### src/rtl/videoram_pkg.sv
`default_nettype none
// ============================================================================
// Module   : videoram_pkg
// Brief    : Shared constants and sizing helpers for the video RAM front end.
// Revision : 1.0 - initial release
// ============================================================================
package videoram_pkg;

    localparam int VRAM_ADDR_W = 12;
    localparam int VRAM_DATA_W = 32;

    localparam int ARB_RR    = 0;
    localparam int ARB_FIXED = 1;

    function automatic int vram_be_w(input int data_w);
        return data_w / 8;
    endfunction

    // Channel ids keep at least one bit so single-channel builds stay legal.
    function automatic int clog2_min1(input int n);
        return (n <= 2) ? 1 : $clog2(n);
    endfunction

endpackage
`default_nettype wire

### src/rtl/videoram_mp_port_if.sv
`default_nettype none
// ============================================================================
// Module   : videoram_mp_port_if
// Brief    : Requester channels plus the videoram slave-port wires.
// Revision : 1.0 - initial release
// ============================================================================
interface videoram_mp_port_if #(
    parameter int NUM_CH = 2,
    parameter int ADDR_W = videoram_pkg::VRAM_ADDR_W,
    parameter int DATA_W = videoram_pkg::VRAM_DATA_W,
    parameter int BE_W   = DATA_W / 8
);
    logic [NUM_CH-1:0]        ch_valid;
    logic [NUM_CH-1:0]        ch_ready;
    logic [NUM_CH-1:0]        ch_write;
    logic [NUM_CH*ADDR_W-1:0] ch_address;
    logic [NUM_CH*DATA_W-1:0] ch_writedata;
    logic [NUM_CH*BE_W-1:0]   ch_byteenable;
    logic [DATA_W-1:0]        ch_readdata;
    logic [NUM_CH-1:0]        ch_readdatavalid;

    logic [ADDR_W-1:0]        videoram_address;
    logic                     videoram_chipselect;
    logic                     videoram_clken;
    logic                     videoram_write;
    logic [DATA_W-1:0]        videoram_writedata;
    logic [BE_W-1:0]          videoram_byteenable;
    logic [DATA_W-1:0]        videoram_readdata;

    modport slave (
        input  ch_valid, ch_write, ch_address, ch_writedata, ch_byteenable,
        input  videoram_readdata,
        output ch_ready, ch_readdata, ch_readdatavalid,
        output videoram_address, videoram_chipselect, videoram_clken,
        output videoram_write, videoram_writedata, videoram_byteenable
    );

    modport master (
        output ch_valid, ch_write, ch_address, ch_writedata, ch_byteenable,
        output videoram_readdata,
        input  ch_ready, ch_readdata, ch_readdatavalid,
        input  videoram_address, videoram_chipselect, videoram_clken,
        input  videoram_write, videoram_writedata, videoram_byteenable
    );
endinterface
`default_nettype wire

### src/rtl/videoram_rr_arbiter.sv
`default_nettype none
// ============================================================================
// Module   : videoram_rr_arbiter
// Brief    : Round-robin / fixed-priority grant with encoded winner id.
// Revision : 1.0 - initial release
// ============================================================================
module videoram_rr_arbiter
    import videoram_pkg::*;
#(
    parameter int NUM_CH   = 2,
    parameter int ARB_MODE = ARB_RR,
    parameter int ID_W     = clog2_min1(NUM_CH)
) (
    input  logic              clk,
    input  logic              rst,
    input  logic [NUM_CH-1:0] i_valid,
    input  logic              i_accept,
    output logic [NUM_CH-1:0] o_grant,
    output logic [ID_W-1:0]   o_id
);

    logic [ID_W-1:0] last_q;
    logic [ID_W-1:0] last_d;
    logic            w_found;

    // k-th candidate of the search; round-robin starts one past the last winner.
    function automatic logic [ID_W-1:0] search_idx(input logic [ID_W-1:0] last, input int k);
        int s;
        if (ARB_MODE == ARB_FIXED) s = k - 1;
        else                       s = (int'(last) + k) % NUM_CH;
        return ID_W'(s);
    endfunction

    always_comb begin
        o_grant = '0;
        o_id    = '0;
        w_found = 1'b0;
        for (int k = 1; k <= NUM_CH; k++) begin
            if (!w_found && i_valid[search_idx(last_q, k)]) begin
                o_grant[search_idx(last_q, k)] = 1'b1;
                o_id                           = search_idx(last_q, k);
                w_found                        = 1'b1;
            end
        end
        last_d = (i_accept && w_found) ? o_id : last_q;
    end

    always_ff @(posedge clk or posedge rst) begin
        if (rst) last_q <= ID_W'(NUM_CH - 1);
        else     last_q <= last_d;
    end

endmodule
`default_nettype wire

### src/rtl/videoram_mp_port.sv
`default_nettype none
// ============================================================================
// Module   : videoram_mp_port
// Brief    : N-channel arbiter, command register and read-return router
//            in front of a single videoram slave port.
// Revision : 1.0 - initial release
// ============================================================================
module videoram_mp_port
    import videoram_pkg::*;
#(
    parameter int NUM_CH   = 2,
    parameter int ADDR_W   = VRAM_ADDR_W,
    parameter int DATA_W   = VRAM_DATA_W,
    parameter int BE_W     = vram_be_w(DATA_W),
    parameter int RD_LAT   = 1,
    parameter int ARB_MODE = ARB_RR
) (
    input  logic              clk_clk,
    input  logic              reset_reset,
    videoram_mp_port_if.slave bus
);

    localparam int ID_W = clog2_min1(NUM_CH);

    if (DATA_W % 8 != 0) begin : g_chk_data_w
        $error("videoram_mp_port: DATA_W must be a multiple of 8");
    end
    if (BE_W != DATA_W / 8) begin : g_chk_be_w
        $error("videoram_mp_port: BE_W must equal DATA_W/8");
    end
    if (NUM_CH < 1 || NUM_CH > 8) begin : g_chk_num_ch
        $error("videoram_mp_port: NUM_CH must be in 1..8");
    end
    if (RD_LAT < 1 || RD_LAT > 4) begin : g_chk_rd_lat
        $error("videoram_mp_port: RD_LAT must be in 1..4");
    end

    logic [NUM_CH-1:0] w_grant;
    logic [ID_W-1:0]   w_gid;
    logic              w_accept;

    logic                       cs_q, cs_d, wr_q, wr_d, clken_q, clken_d;
    logic [ADDR_W-1:0]          addr_q, addr_d;
    logic [DATA_W-1:0]          wdata_q, wdata_d, rdata_q, rdata_d;
    logic [BE_W-1:0]            be_q, be_d;
    logic [NUM_CH-1:0]          rdv_q, rdv_d;
    logic [RD_LAT:0]            pipe_vld_q, pipe_vld_d;
    logic [RD_LAT:0][ID_W-1:0]  pipe_id_q, pipe_id_d;

    // Nothing is accepted while reset is held, so ready is forced low too.
    assign w_accept     = ~reset_reset & (|bus.ch_valid);
    assign bus.ch_ready = reset_reset ? '0 : w_grant;

    videoram_rr_arbiter #(
        .NUM_CH   (NUM_CH),
        .ARB_MODE (ARB_MODE),
        .ID_W     (ID_W)
    ) u_arb (
        .clk      (clk_clk),
        .rst      (reset_reset),
        .i_valid  (bus.ch_valid),
        .i_accept (w_accept),
        .o_grant  (w_grant),
        .o_id     (w_gid)
    );

    always_comb begin
        cs_d       = w_accept;
        wr_d       = 1'b0;
        clken_d    = 1'b1;
        addr_d     = addr_q;
        wdata_d    = wdata_q;
        be_d       = be_q;
        pipe_vld_d = '0;
        pipe_id_d  = '0;
        rdv_d      = '0;
        rdata_d    = rdata_q;

        if (w_accept) begin
            addr_d = bus.ch_address[int'(w_gid)*ADDR_W +: ADDR_W];
            wr_d   = bus.ch_write[w_gid];
            if (bus.ch_write[w_gid]) begin
                wdata_d = bus.ch_writedata[int'(w_gid)*DATA_W +: DATA_W];
                be_d    = bus.ch_byteenable[int'(w_gid)*BE_W +: BE_W];
            end else begin
                be_d    = '1;
            end
        end

        // Stage j is live during the j-th cycle after the RAM chipselect cycle.
        pipe_vld_d[0] = w_accept & ~bus.ch_write[w_gid];
        pipe_id_d[0]  = w_gid;
        for (int j = 1; j <= RD_LAT; j++) begin
            pipe_vld_d[j] = pipe_vld_q[j-1];
            pipe_id_d[j]  = pipe_id_q[j-1];
        end

        if (pipe_vld_q[RD_LAT]) begin
            rdv_d[pipe_id_q[RD_LAT]] = 1'b1;
            rdata_d                  = bus.videoram_readdata;
        end
    end

    always_ff @(posedge clk_clk or posedge reset_reset) begin
        if (reset_reset) begin
            cs_q       <= 1'b0;
            wr_q       <= 1'b0;
            clken_q    <= 1'b0;
            addr_q     <= '0;
            wdata_q    <= '0;
            be_q       <= '0;
            pipe_vld_q <= '0;
            pipe_id_q  <= '0;
            rdv_q      <= '0;
            rdata_q    <= '0;
        end else begin
            cs_q       <= cs_d;
            wr_q       <= wr_d;
            clken_q    <= clken_d;
            addr_q     <= addr_d;
            wdata_q    <= wdata_d;
            be_q       <= be_d;
            pipe_vld_q <= pipe_vld_d;
            pipe_id_q  <= pipe_id_d;
            rdv_q      <= rdv_d;
            rdata_q    <= rdata_d;
        end
    end

    assign bus.videoram_address    = addr_q;
    assign bus.videoram_chipselect = cs_q;
    assign bus.videoram_clken      = clken_q;
    assign bus.videoram_write      = wr_q;
    assign bus.videoram_writedata  = wdata_q;
    assign bus.videoram_byteenable = be_q;
    assign bus.ch_readdata         = rdata_q;
    assign bus.ch_readdatavalid    = rdv_q;

endmodule
`default_nettype wire

### src/flat_wrapper.sv
// flat-port wrapper written by rule: the top's interface ports become plain ports
module videoram_mp_port_flat import videoram_pkg::*;
#(
    parameter int NUM_CH   = 2,
    parameter int ADDR_W   = VRAM_ADDR_W,
    parameter int DATA_W   = VRAM_DATA_W,
    parameter int BE_W     = vram_be_w(DATA_W),
    parameter int RD_LAT   = 1,
    parameter int ARB_MODE = ARB_RR
)
  (clk_clk, reset_reset, bus_ch_valid, bus_ch_write, bus_ch_address, bus_ch_writedata, bus_ch_byteenable, bus_videoram_readdata, bus_ch_ready, bus_ch_readdata, bus_ch_readdatavalid, bus_videoram_address, bus_videoram_chipselect, bus_videoram_clken, bus_videoram_write, bus_videoram_writedata, bus_videoram_byteenable);
  videoram_mp_port_if #(.NUM_CH(NUM_CH), .ADDR_W(ADDR_W), .DATA_W(DATA_W), .BE_W(BE_W)) bus_i ();
  input  logic clk_clk;
  input  logic reset_reset;
  input wire logic [$bits(bus_i.ch_valid)-1:0] bus_ch_valid;
  input wire logic [$bits(bus_i.ch_write)-1:0] bus_ch_write;
  input wire logic [$bits(bus_i.ch_address)-1:0] bus_ch_address;
  input wire logic [$bits(bus_i.ch_writedata)-1:0] bus_ch_writedata;
  input wire logic [$bits(bus_i.ch_byteenable)-1:0] bus_ch_byteenable;
  input wire logic [$bits(bus_i.videoram_readdata)-1:0] bus_videoram_readdata;
  output wire logic [$bits(bus_i.ch_ready)-1:0] bus_ch_ready;
  output wire logic [$bits(bus_i.ch_readdata)-1:0] bus_ch_readdata;
  output wire logic [$bits(bus_i.ch_readdatavalid)-1:0] bus_ch_readdatavalid;
  output wire logic [$bits(bus_i.videoram_address)-1:0] bus_videoram_address;
  output wire logic [$bits(bus_i.videoram_chipselect)-1:0] bus_videoram_chipselect;
  output wire logic [$bits(bus_i.videoram_clken)-1:0] bus_videoram_clken;
  output wire logic [$bits(bus_i.videoram_write)-1:0] bus_videoram_write;
  output wire logic [$bits(bus_i.videoram_writedata)-1:0] bus_videoram_writedata;
  output wire logic [$bits(bus_i.videoram_byteenable)-1:0] bus_videoram_byteenable;
  assign bus_i.ch_valid = bus_ch_valid;
  assign bus_i.ch_write = bus_ch_write;
  assign bus_i.ch_address = bus_ch_address;
  assign bus_i.ch_writedata = bus_ch_writedata;
  assign bus_i.ch_byteenable = bus_ch_byteenable;
  assign bus_i.videoram_readdata = bus_videoram_readdata;
  assign bus_ch_ready = bus_i.ch_ready;
  assign bus_ch_readdata = bus_i.ch_readdata;
  assign bus_ch_readdatavalid = bus_i.ch_readdatavalid;
  assign bus_videoram_address = bus_i.videoram_address;
  assign bus_videoram_chipselect = bus_i.videoram_chipselect;
  assign bus_videoram_clken = bus_i.videoram_clken;
  assign bus_videoram_write = bus_i.videoram_write;
  assign bus_videoram_writedata = bus_i.videoram_writedata;
  assign bus_videoram_byteenable = bus_i.videoram_byteenable;
  videoram_mp_port #(.NUM_CH(NUM_CH), .ADDR_W(ADDR_W), .DATA_W(DATA_W), .BE_W(BE_W), .RD_LAT(RD_LAT), .ARB_MODE(ARB_MODE)) u_core (.clk_clk(clk_clk), .reset_reset(reset_reset), .bus(bus_i));
endmodule
### config.mk
export PLATFORM = sky130hd
export DESIGN_NAME = videoram_mp_port_flat
export DESIGN_NICKNAME = d
export VERILOG_FILES = /design/src/rtl/videoram_pkg.sv /design/src/rtl/videoram_mp_port_if.sv /design/src/rtl/videoram_rr_arbiter.sv /design/src/rtl/videoram_mp_port.sv /design/src/flat_wrapper.sv
export SDC_FILE = /design/constraint.sdc
export NUM_CORES = 1
export LEC_CHECK = 0
export BUFFER_PORTS_ARGS = -buffer_cell sky130_fd_sc_hd__buf_2
export CAP_MARGIN = 20
export CELL_PAD_IN_SITES_DETAIL_PLACEMENT = 0
export CELL_PAD_IN_SITES_GLOBAL_PLACEMENT = 1
export CORE_ASPECT_RATIO = 0.75
export CORE_MARGIN = 2
export CORE_UTILIZATION = 36
export DETAILED_ROUTE_END_ITERATION = 10
export GPL_ROUTABILITY_DRIVEN = 0
export PLACE_DENSITY_LB_ADDON = 0.1
export SLEW_MARGIN = 10
export SYNTH_ARGS = -nofsm -noshare
export SYNTH_HDL_FRONTEND = slang
export SYNTH_HIERARCHICAL = 1
export SYNTH_SLANG_ARGS = --single-unit
export TNS_END_PERCENT = 10
### constraint.sdc
create_clock -name clk_clk -period 6.61 [get_ports clk_clk]
set_clock_uncertainty 0.1 [all_clocks]
set_input_delay 1.322 -clock clk_clk [delete_from_list [all_inputs] [get_ports clk_clk]]
set_output_delay 1.322 -clock clk_clk [all_outputs]
set_load 0.01 [all_outputs]
==> Word level (Yosys, flattened, before mapping) <==
Index checks and enable logic that the tools add are counted.
{ "word_totals": {"register_bits": 90, "latch_bits": 0, "ramBits": 0, "romBits": 0, "input_bits": 134, "out_inout_bits": 87, "word_cells": 64, "n_memories": 0} }
{ "op_classes": {"addsub": 2, "mul": 1, "div_mod_pow": 0, "n_lt_le_gt_ge": 9, "eq_ne": 0, "n_shift": 3, "n_mux": 24, "bitwise": 5, "n_reduce_logical": 8} }
{ "op_table": {"columns": ["op", "n"], "rows": [
  ["$shiftx 64x7->32", 1],
  ["$shiftx 24x32->12", 1],
  ["$mux 1", 16],
  ["$lt 1x2->1 const B", 6],
  ["$mux 2", 4],
  ["$shiftx 8x4->4", 1],
  ["$logic_and 1x1->1", 5],
  ["$mux 4", 1],
  ["$demux 1 s1", 3],
  ["$ge 1x1->1 const B", 3],
  ["$mul 1x2->3 const B", 1],
  ["$add 1x1->1 const B", 2],
  ["$and 1x1->1", 2],
  ["$not 1->1", 2],
  ["$or 2x2->2", 1],
  ["$reduce_and 2->1", 1],
  ["$reduce_or 2->1", 1],
  ["$logic_not 1->1", 1]
]} }

==> Logic depth before layout (Yosys ltp) <==
Gate-level depths: netlist of run 1.
{ "depth": {"word_depth": 14, "mapped_depth": 6, "ltp_nobuf": 4} }

==> Modules after synthesis <==
The synthesis of run 1 kept the hierarchy.
{ "by_module_without_submodules": {"columns": ["module", "n_inst", "cells_each", "area_each_um2", "seq_area_each_um2"], "rows": [
  ["videoram_mp_port", 1, 258, 3887.5, 2227.1],
  ["videoram_rr_arbiter", 1, 8, 67.6, 26.3]
]} }

==> Worst setup path after synthesis of run 1 <==
Ideal clock, no wire load.
{ "synth_timing": {"path_type": "in2out", "start": "input bus_ch_valid[1]", "end": "output bus_ch_ready[1]", "arrival_ns": 1.675, "required_ns": 5.188, "slack_ns": 3.513, "stages": 2, "n_path_buf": 0, "path_cell_list": "a21boi_0 > nor2b_1"} }
{ "synth_via": {"elab_chain_cells": 7, "elab_cells_between_ends": 11, "cone_classes": "8 x mux; 1 x bitwise; 2 x reduce/logical"} }
{ "synth_lines": {"columns": ["item", "line_no", "source"], "rows": [
  ["from (decl)", "flat_wrapper.sv:15", "input wire logic [$bits(bus_i.ch_valid)-1:0] bus_ch_valid;"],
  ["$mux 1 (not written as such) (2 in series)", "videoram_rr_arbiter.sv:39", "if (!w_found && i_valid[search_idx(last_q, k)]) begin"],
  ["$mux 1", "videoram_rr_arbiter.sv:39", null],
  ["$logic_not 1->1", "videoram_rr_arbiter.sv:39", null],
  ["$logic_and 1x1->1", "videoram_rr_arbiter.sv:39", null],
  ["$mux 2 *", "videoram_rr_arbiter.sv:39", null],
  ["$mux 2 *", "videoram_mp_port.sv:52", "assign bus.ch_ready = reset_reset ? '0 : w_grant;"],
  ["to (decl)", "flat_wrapper.sv:21", "output wire logic [$bits(bus_i.ch_ready)-1:0] bus_ch_ready;"]
]} }
Mark *: on every way between the ends. The rest lies on a longest branch, timed or not. The select of a mux whose other input is x is not followed.

==> Worst setup path after layout of run 1 <==
{ "layout_timing": {"start": "input bus_ch_valid[0]", "end": "output bus_ch_ready[0]"} }
{ "layout_via": {"elab_chain_cells": 7, "elab_cells_between_ends": 11, "cone_classes": "8 x mux; 1 x bitwise; 2 x reduce/logical"} }
{ "layout_lines": {"columns": ["item", "line_no", "source"], "rows": [
  ["$mux 1 (not written as such) (2 in series)", "videoram_rr_arbiter.sv:39", null],
  ["$mux 1", "videoram_rr_arbiter.sv:39", null],
  ["$logic_not 1->1", "videoram_rr_arbiter.sv:39", null],
  ["$logic_and 1x1->1", "videoram_rr_arbiter.sv:39", null],
  ["$mux 2 *", "videoram_rr_arbiter.sv:39", null],
  ["net u_core.w_grant[0]", "videoram_mp_port.sv:38", "logic [NUM_CH-1:0] w_grant;"],
  ["$mux 2 *", "videoram_mp_port.sv:52", null]
]} }
Mark *: on every way through the listed nets, which the timed path passes. The rest lies on a longest branch. The select of a mux whose other input is x is not followed.

==> results of run 1 <==
[kinds of logic after synthesis]
kind of cell,Yosys count,share of synthesized area (%)
flip-flops,90,57.0
AND/OR/NAND/NOR,22,2.82
AO/OA/AOI/OAI,22,3.16
buffers and inverters,18,2.85
other,1,0.0948
multiplexers,113,34.1
[synth_stat cells (2+ instances only)]
cell	n	area (µm²)
dfrtp_1	89	2230
a21boi_0	2	15.0
and2_1	2	12.5
a21oi_1	5	25.0
mux2_1	7	78.8
buf_2	3	15.0
nand2_1	12	45.0
mux2i_1	16	160
mux2_4	25	375
clkbuf_1	4	15.0
buf_6	5	56.3
nor2_1	4	15.0
o21ai_1	12	60.1
inv_1	4	15.0
mux2_2	64	721
nor2b_1	3	18.8
[final cells by class]
type / count / area [µm²] / area share [%]
Sequential cell: 90 / 2250 / 41.1
Clock inverter: 7 / 52.6 / 0.959
Timing Repair Buffer: 225 / 1160 / 21.1
Inverter: 4 / 16.3 / 0.297
Multi-Input combinational cell: 158 / 1600 / 29.2
Clock buffer: 9 / 225 / 4.11
Tap cell: 140 / 175 / 3.20
[registers in the layout, summed over array words and instances, names as in the netlist]
| name | flops |
|---|---|
| u_core/bus.ch_readdata | 32 |
| u_core/bus.ch_readdatavalid | 2 |
| u_core/bus.videoram_address | 12 |
| u_core/bus.videoram_byteenable | 4 |
| u_core/bus.videoram_chipselect | 1 |
| u_core/bus.videoram_clken | 1 |
| u_core/bus.videoram_write | 1 |
| u_core/bus.videoram_writedata | 32 |
| u_core/pipe_id_d | 1 |
| u_core/pipe_id_q | 1 |
| u_core/pipe_vld_q | 2 |
| u_core/u_arb/last_q | 1 |
[cell usage in the layout, fill, tap and decap left out, drive strengths merged]
cell type  count
inv            5
o21ai         12
mux2i         17
dfstp          1
and2           2
nor2b          3
dfrtp         89
buf          225
a21oi          5
o21bai         1
conb           1
nand2         12
a31oi          1
mux2          96
clkbuf         9
clkinvlp       1
clkinv         5
a21boi         3
nor2           5
[metrics by stage]
stage / std cells / utilization (%)
after detailed placement: 616 / 47.8
after CTS: 632 / 50.4
after floorplan: 266 / -
after global routing: 633 / 50.7
after global placement: 616 / 47.8
final: 633 / 50.7
[power by group]
| part | total [mW] | switching, mW | internal, mW |
|---|---|---|---|
| sequential | 0.725 | 0.0573 | 0.668 |
| clock | 0.473 | 0.216 | 0.257 |
| combinational | 0.446 | 0.201 | 0.245 |
| total | 1.64 | 0.475 | 1.17 |
[worst max path at each step]
stage	start	endpoint	slack, ns	cells after the start
2_1_floorplan	reset_reset	u_core/bus.ch_readdata[0]	2.88	1
6_report	bus_ch_valid[0]	bus_ch_ready[0]	3.28	4
3_3_place_gp	bus_ch_valid[0]	bus_ch_ready[1]	3.30	4
5_1_grt	bus_ch_valid[1]	bus_ch_ready[1]	3.17	4
4_1_cts	bus_ch_valid[0]	bus_ch_ready[0]	3.28	4
3_5_place_dp	bus_ch_valid[0]	bus_ch_ready[0]	3.30	4
[per-layer routing]
| layer | share of wire, % | global-route usage (%) | vias up |
|---|---|---|---|
| li1 | - | - | 1373 |
| met5 | 0 | 0 | - |
| met4 | 1.4 | 5.65 | 0 |
| met2 | 45 | 23.3 | 122 |
| met3 | 8.8 | 6.01 | 12 |
| met1 | 44 | 19.6 | 1295 |
==> impl_metrics.tcl, run 1 <==
set metrics [dict create \
    status "complete, no violations" \
    cap_violations 0 \
    syn2layout_area_growth_pct 38.6 \
    grt_first_pass_wirelength_um 14100 \
    worstMarginPinSlew_ns 0.807 \
    port_buffers 220 \
    cts_root_buf "clkbuf_16" \
    layout_min_cycle_time_ns 3.33 \
    synthesis.area_um2 3960 \
    antenna_cells 0 \
    vias 2802 \
    wirelength_um 9000 \
    critPathSlowestCell "a21boi_1" \
    io_pins 221 \
    hold_end "u_core/pipe_vld_q[1]" \
    worstPathMaxFanout 5 \
    viasPerCell 4.43 \
    r2r_end "u_core/bus.videoram_writedata[30]" \
    syn_area_per_cell_um2 14.9 \
    layout_setup_ws_ns 3.28 \
    slew_viol_final 0 \
    synth_nets 400 \
    ys_async_sr_fraction_pct 100 \
    cts_buffers 9 \
    antenna_found_initial 0 \
    clkTransAtPathRegs_ns 0.07 \
    wire_per_inst_um 14.2 \
    r2r_slack_ns 4.49 \
    cts_resized 0 \
    detail_route.iter0.violations 74 \
    syn_inst 266 \
    hp-class "reg2reg" \
    die_x_um 125 \
    place_area_um2 5180 \
    maxSlewHeadroom_pct 46.2 \
    ys_types 25 \
    whs_path_depth 0 \
    worstSetupPathType "in2out" \
    critical_path.cell_chain "buf_2, a21boi_1, nor2b_1, buf_2" \
    endpoint_kind "output pin" \
    slowest_delay_ns 0.16 \
    rr_worst_depth 4 \
    fin_area_um2 5480 \
    worst_ep_arrival_time_ns 1.90 \
    reg2reg_from "u_core/u_arb/last_q" \
    postRouteAntennaNets 0 \
    ir_drop_v 0.000123 \
    rows 33 \
    die_h_um 94.8 \
    grt_setup_unrepaired "no" \
    ys_ff_latch 90 \
    globalRouteOverflowTotal 0 \
    path_delay_family "buffers and inverters" \
    synth_flop_cell "dfrtp_1" \
    cts.sinks 90 \
    power_density_nw_per_um2 300 \
    fin_nets 622 \
    cts_tree "built" \
    drive_above_1_share_pct 68.2 \
    yosys_warnings 6 \
    finalCritPeriodShare_pct 50.3 \
    grt_pass1_vias 2740 \
    grt_max_degree 81 \
    hold_start "u_core/pipe_vld_q[0]" \
    die_area_um2 11800 \
    grt_usage_pct 15.2 \
    fillers 993 \
    dp_worst_setup_slack_ns 3.30 \
    final.setup.tns_ns 0 \
    setup_viol_count_final 0 \
    clk-insertion-delay-late_ns 0.34 \
    start_kind "input port" \
    drt_first_pass_iters 3 \
    worstPathRequired_ns 5.19 \
    dpl.hpwl_um 6590 \
    crit_path_frequent_cell "buf_2" \
    yosysSeqAreaShare_pct 57.0 \
    fin_hold_ws_ns 0.242 \
    start_util_pct 36.6 \
    max_freq_ghz 0.301 \
    core_area_um2 10800 \
    ctsHoldBuffers 0 \
    p_leak_nw 2.77 \
    critPathBufInv 2 \
    cts_setup_buffers 0 \
    htreeDepth 3 \
    hold_violations 0 \
    drc 0 \
    cts_buffer_depth 2 \
    synth-edff-count 0 \
    p_total_mw 1.64 \
]
Power figures use the tool's default switching activity.
==> run 2: changes to the inputs <==
Settings changed: CORE_UTILIZATION 36 to 34.
Clock period 6.61 ns to 3.4 ns, I/O delays scaled along.
==> run 2 against run 1 <==
  * Count of clock-buffer cells in the layout up 1
  * Wire length increased by 1.6%
  * Sequential share of layout area grew 0.075 points
  * First-iteration DRC count fell by 16%
  * Critical path depth up 1
  * Die area increased by 5.7%
  * Core utilization is 3.0 points lower
  * Global-route usage shrank 0.30 points
  * Critical endpoint is now u_core/bus.videoram_writedata[26]
  * Highest routed layer unchanged
==> impl_metrics.tcl, run 2 (synthesis gave the netlist of run 1 again) <==
set metrics [dict create \
    globalRouteOverflowTotal 0 \
    vias 2831 \
    cts_buffers 9 \
    final.setup.tns_ns 0 \
    port_buffers 220 \
    grt_usage_pct 14.9 \
    cts.sinks 90 \
    layout_min_cycle_time_ns 2.21 \
    start_kind "input port" \
    worstPathMaxFanout 49 \
    dp_worst_setup_slack_ns 0.821 \
    cap_violations 0 \
    grt_max_degree 50 \
    wirelength_um 9140 \
    drc 0 \
    clkTransAtPathRegs_ns 0.06 \
    clk-insertion-delay-late_ns 0.33 \
    hp-class "reg2reg" \
    die_x_um 129 \
    cts_resized 0 \
    worst_ep_arrival_time_ns 2.32 \
    drive_above_1_share_pct 68.2 \
    dpl.hpwl_um 6670 \
    met1_usage_pct 17.7 \
    grt_setup_unrepaired "no" \
    wire_per_inst_um 14.4 \
    final_common_cell "buf_2" \
    drt_first_pass_iters 6 \
    cts_tree "built" \
    setup_viol_count_final 0 \
    detail_route.iter0.violations 62 \
    worstPathRequired_ns 3.51 \
    hold_violations 0 \
    maxSlewHeadroom_pct 45.7 \
    htreeDepth 3 \
    syn2layout_area_growth_pct 38.3 \
    fin_nets 622 \
    die_area_um2 12500 \
    finalCritPeriodShare_pct 64.9 \
    endpoint_kind "register" \
    start_util_pct 34.4 \
    layout_setup_ws_ns 1.19 \
    postRouteAntennaNets 0 \
    worstSetupPathType "in2reg" \
    cts_setup_buffers 0 \
    final_core_util_pct 47.6 \
    final_cell_mix "buf_2, dfrtp_1, mux2_2" \
    die_h_um 97.4 \
    core_area_um2 11500 \
    ctsHoldBuffers 0 \
    grt_pass1_vias 2956 \
    fin_hold_ws_ns 0.248 \
    power_density_nw_per_um2 586 \
    slew_viol_final 0 \
    max_freq_ghz 0.453 \
    grt-busiest-layer "met2" \
    ir_drop_v 0.000257 \
    antenna_found_initial 0 \
    io_pins 221 \
    cts_root_buf "clkbuf_16" \
    met3_usage_pct 6.44 \
    grtUsageMet2_pct 24.3 \
    status "complete, no violations" \
    viasPerCell 4.44 \
    worstMarginPinSlew_ns 0.815 \
    antenna_cells 0 \
    grt_first_pass_wirelength_um 14500 \
    rows 34 \
    p_leak_nw 2.76 \
    cts_buffer_depth 2 \
]
[run 2: report_power, final]
part	switching (mW)	total, mW	internal, mW
clock network	0.421	0.936	0.515
logic	0.388	0.861	0.473
registers	0.109	1.41	1.30
total	0.918	3.20	2.29
[run 2: path summary, 6_finish.rpt]
path	start	endpoint	slack (ns)	cells after the start
max in group asynchronous	reset_reset	u_core/bus.ch_readdata[28]	2.09	3
worst max-delay path	bus_ch_valid[1]	u_core/bus.videoram_writedata[26]	1.19	5
worst min-delay path	u_core/pipe_id_d[1]	u_core/pipe_id_q[1]	0.25	0
min in group asynchronous	reset_reset	u_core/u_arb/last_q	0.28	2
worst max register to register	u_core/u_arb/last_q	u_core/bus.videoram_writedata[30]	1.29	4
worst min register to register	u_core/pipe_id_d[1]	u_core/pipe_id_q[1]	0.25	0
[run 2: area by class of cell]
| type | count | area (µm²) |
|---|---|---|
| sequential | 90 | 2250 |
| inverter | 4 | 17.5 |
| fill | 1086 | 6010 |
| timing repair buffer | 225 | 1140 |
| tap | 144 | 180 |
| clock inverter | 6 | 42.5 |
| clock buffer | 10 | 239 |
| multi-input combinational | 158 | 1600 |
[run 2: critical path, cell delays in order]
cell	delay (ns)
buf_2	0.12
a21boi_4	0.21
buf_4	0.60
mux2_2	0.41
mux2_1	0.28
[run 2: per-layer routing]
| layer | vias up | wire length [µm] |
|---|---|---|
| met3 | 9 | 878 |
| met4 | 0 | 100 |
| met1 | 1331 | 3920 |
| met5 | - | 0 |
| met2 | 122 | 4240 |
| li1 | 1369 | - |
[run 2: through the flow]
step	cell area [µm²]	std cells	total power [mW]
finish	5470	637	3.20
global route	5470	637	3.39
CTS	5470	637	3.26
detailed placement	5190	621	2.30
global placement	5190	621	2.29
floorplan	3960	266	1.93
==> run 3: changes to the inputs <==
Settings changed: CORE_UTILIZATION 34 to 31.
Clock period 3.4 ns to 1.92 ns, I/O delays scaled along.
==> run 3 against run 2 <==
  * Critical path depth is the same
  * Power increased by 79%
  * Setup slack lost 1.2 ns
  * Wire length rose by 7.4%
  * Global-route usage shrank 0.46 points
  * Hold slack got worse by 0.15 ns
  * Sequential power increased by 77%
  * Non-clock buffer count grew 12
  * Count of clock-buffer cells in the layout decreased by 1
  * Die area grew 9.3%
==> impl_metrics.tcl, run 3 (synthesis gave the netlist of run 1 again) <==
set metrics [dict create \
    status "complete, no violations" \
    hp-class "in2async" \
    grt_first_pass_wirelength_um 15000 \
    clk-insertion-delay-late_ns 0.33 \
    clkTransAtPathRegs_ns 0.06 \
    max_freq_ghz 0.525 \
    ir_drop_v 0.000417 \
    final_core_util_pct 46.1 \
    drive_above_1_share_pct 69.2 \
    final_cells 672 \
    start_kind "register" \
    rr_worst_depth 5 \
    worstPathMaxFanout 3 \
    cts_buffer_depth 2 \
    power_density_nw_per_um2 1010 \
    drt_first_pass_iters 4 \
    cap_violations 0 \
    grt_setup_unrepaired "yes" \
    antenna_found_initial 0 \
    r2r_slack_ns 0.06 \
    rows 35 \
    cts_tree "built" \
    syn2layout_area_growth_pct 43.9 \
    start_util_pct 32.0 \
    detail_route.iter0.violations 87 \
    grt_max_degree 38 \
    dp_cells 650 \
    final_cell_mix "buf_2, dfrtp_1, mux2_2" \
    worstSetupPathType "reg2out" \
    worst_ep_arrival_time_ns 1.42 \
    vias 2870 \
    setup_viol_count_final 0 \
    fillers 1184 \
    cts_buffers 9 \
    wirelength_um 9820 \
    postRouteAntennaNets 0 \
    endpoint_kind "output pin" \
    die_x_um 134 \
    globalRouteOverflowTotal 0 \
    slew_viol_final 0 \
    io_pins 221 \
    worstPathRequired_ns 1.44 \
    hold_violations 0 \
    p_leak_nw 2.85 \
    die_area_um2 13700 \
    wire_per_inst_um 14.6 \
    grt_pass1_vias 2921 \
    layout_min_cycle_time_ns 1.90 \
    grt_usage_pct 14.4 \
    antenna_cells 0 \
    drc 0 \
    viasPerCell 4.27 \
    cts_root_buf "clkbuf_16" \
    fin_nets 635 \
    finalCritPeriodShare_pct 99.1 \
    die_h_um 102 \
    dpl.hpwl_um 6940 \
    port_buffers 220 \
    htreeDepth 3 \
    cts.sinks 90 \
    final_common_cell "buf_2" \
    core_area_um2 12300 \
]
-- run 3: area by class of cell --
type / count / area, µm² / area share, %
multi-input combinational: 159 / 1620 / 28.5
timing repair buffer: 237 / 1320 / 23.1
clock inverter: 7 / 52.6 / 0.923
sequential: 90 / 2250 / 39.6
inverter: 4 / 18.8 / 0.330
tap: 166 / 208 / 3.65
clock buffer: 9 / 225 / 3.96
-- run 3: what timing repair did --
item / CTS / global route
pin swaps: 2 / 2
resized for setup: 1 / 4
cloned: 1 / 0
hold buffers: 0 / 0
setup endpoints to repair: 33 / 28
setup buffers: 2 / 3
-- run 3: critical path: stages (launching register included) --
cell and delay [ns]:
dfstp_2 0.57, buf_6 0.11, inv_2 0.02, a21boi_1 0.12, nor2b_1 0.13, buf_2 0.14
-- run 3: path summary, 6_finish.rpt --
check | to | startpoint
setup / recovery | bus_ch_ready[0] | u_core/u_arb/last_q
hold / removal | u_core/u_arb/last_q | reset_reset
setup reg to reg | u_core/bus.videoram_writedata[26] | u_core/u_arb/last_q
hold reg to reg | u_core/pipe_vld_q[1] | u_core/pipe_vld_q[0]
max in group asynchronous | u_core/bus.videoram_writedata[3] | reset_reset
min in group clk_clk | u_core/bus.ch_readdata[16] | bus_videoram_readdata[16]
-- run 3: stage by stage --
step                hold slack (ns)  area, µm²  setup TNS (ns)  power [mW]  setup slack (ns)
detailed placement            0.243       5310           -4.82        4.12            -0.188
CTS                          0.0797       5650         -0.0170        5.84           -0.0170
finish                       0.0932       5690               0        5.74            0.0166
global route                 0.0814       5690         -0.0960        6.11           -0.0790
global placement              0.232       5310           -4.97        4.10            -0.182
floorplan                     0.174       3960           -2.76        3.41            -0.115
-- run 3: metal layers --
metal | part of all wire [%] | vias to the layer above | track usage [%]
met5 | 0 | - | 0
met4 | 0.96 | 0 | 5.43
met3 | 9.1 | 8 | 5.65
met2 | 47 | 125 | 23.0
met1 | 43 | 1330 | 18.0
li1 | - | 1407 | -
-- run 3: power by group --
part / switching [mW] / internal (mW) / total [mW]
Sequential: 0.196 / 2.30 / 2.50
Combinational: 0.717 / 0.899 / 1.62
Clock: 0.744 / 0.886 / 1.63
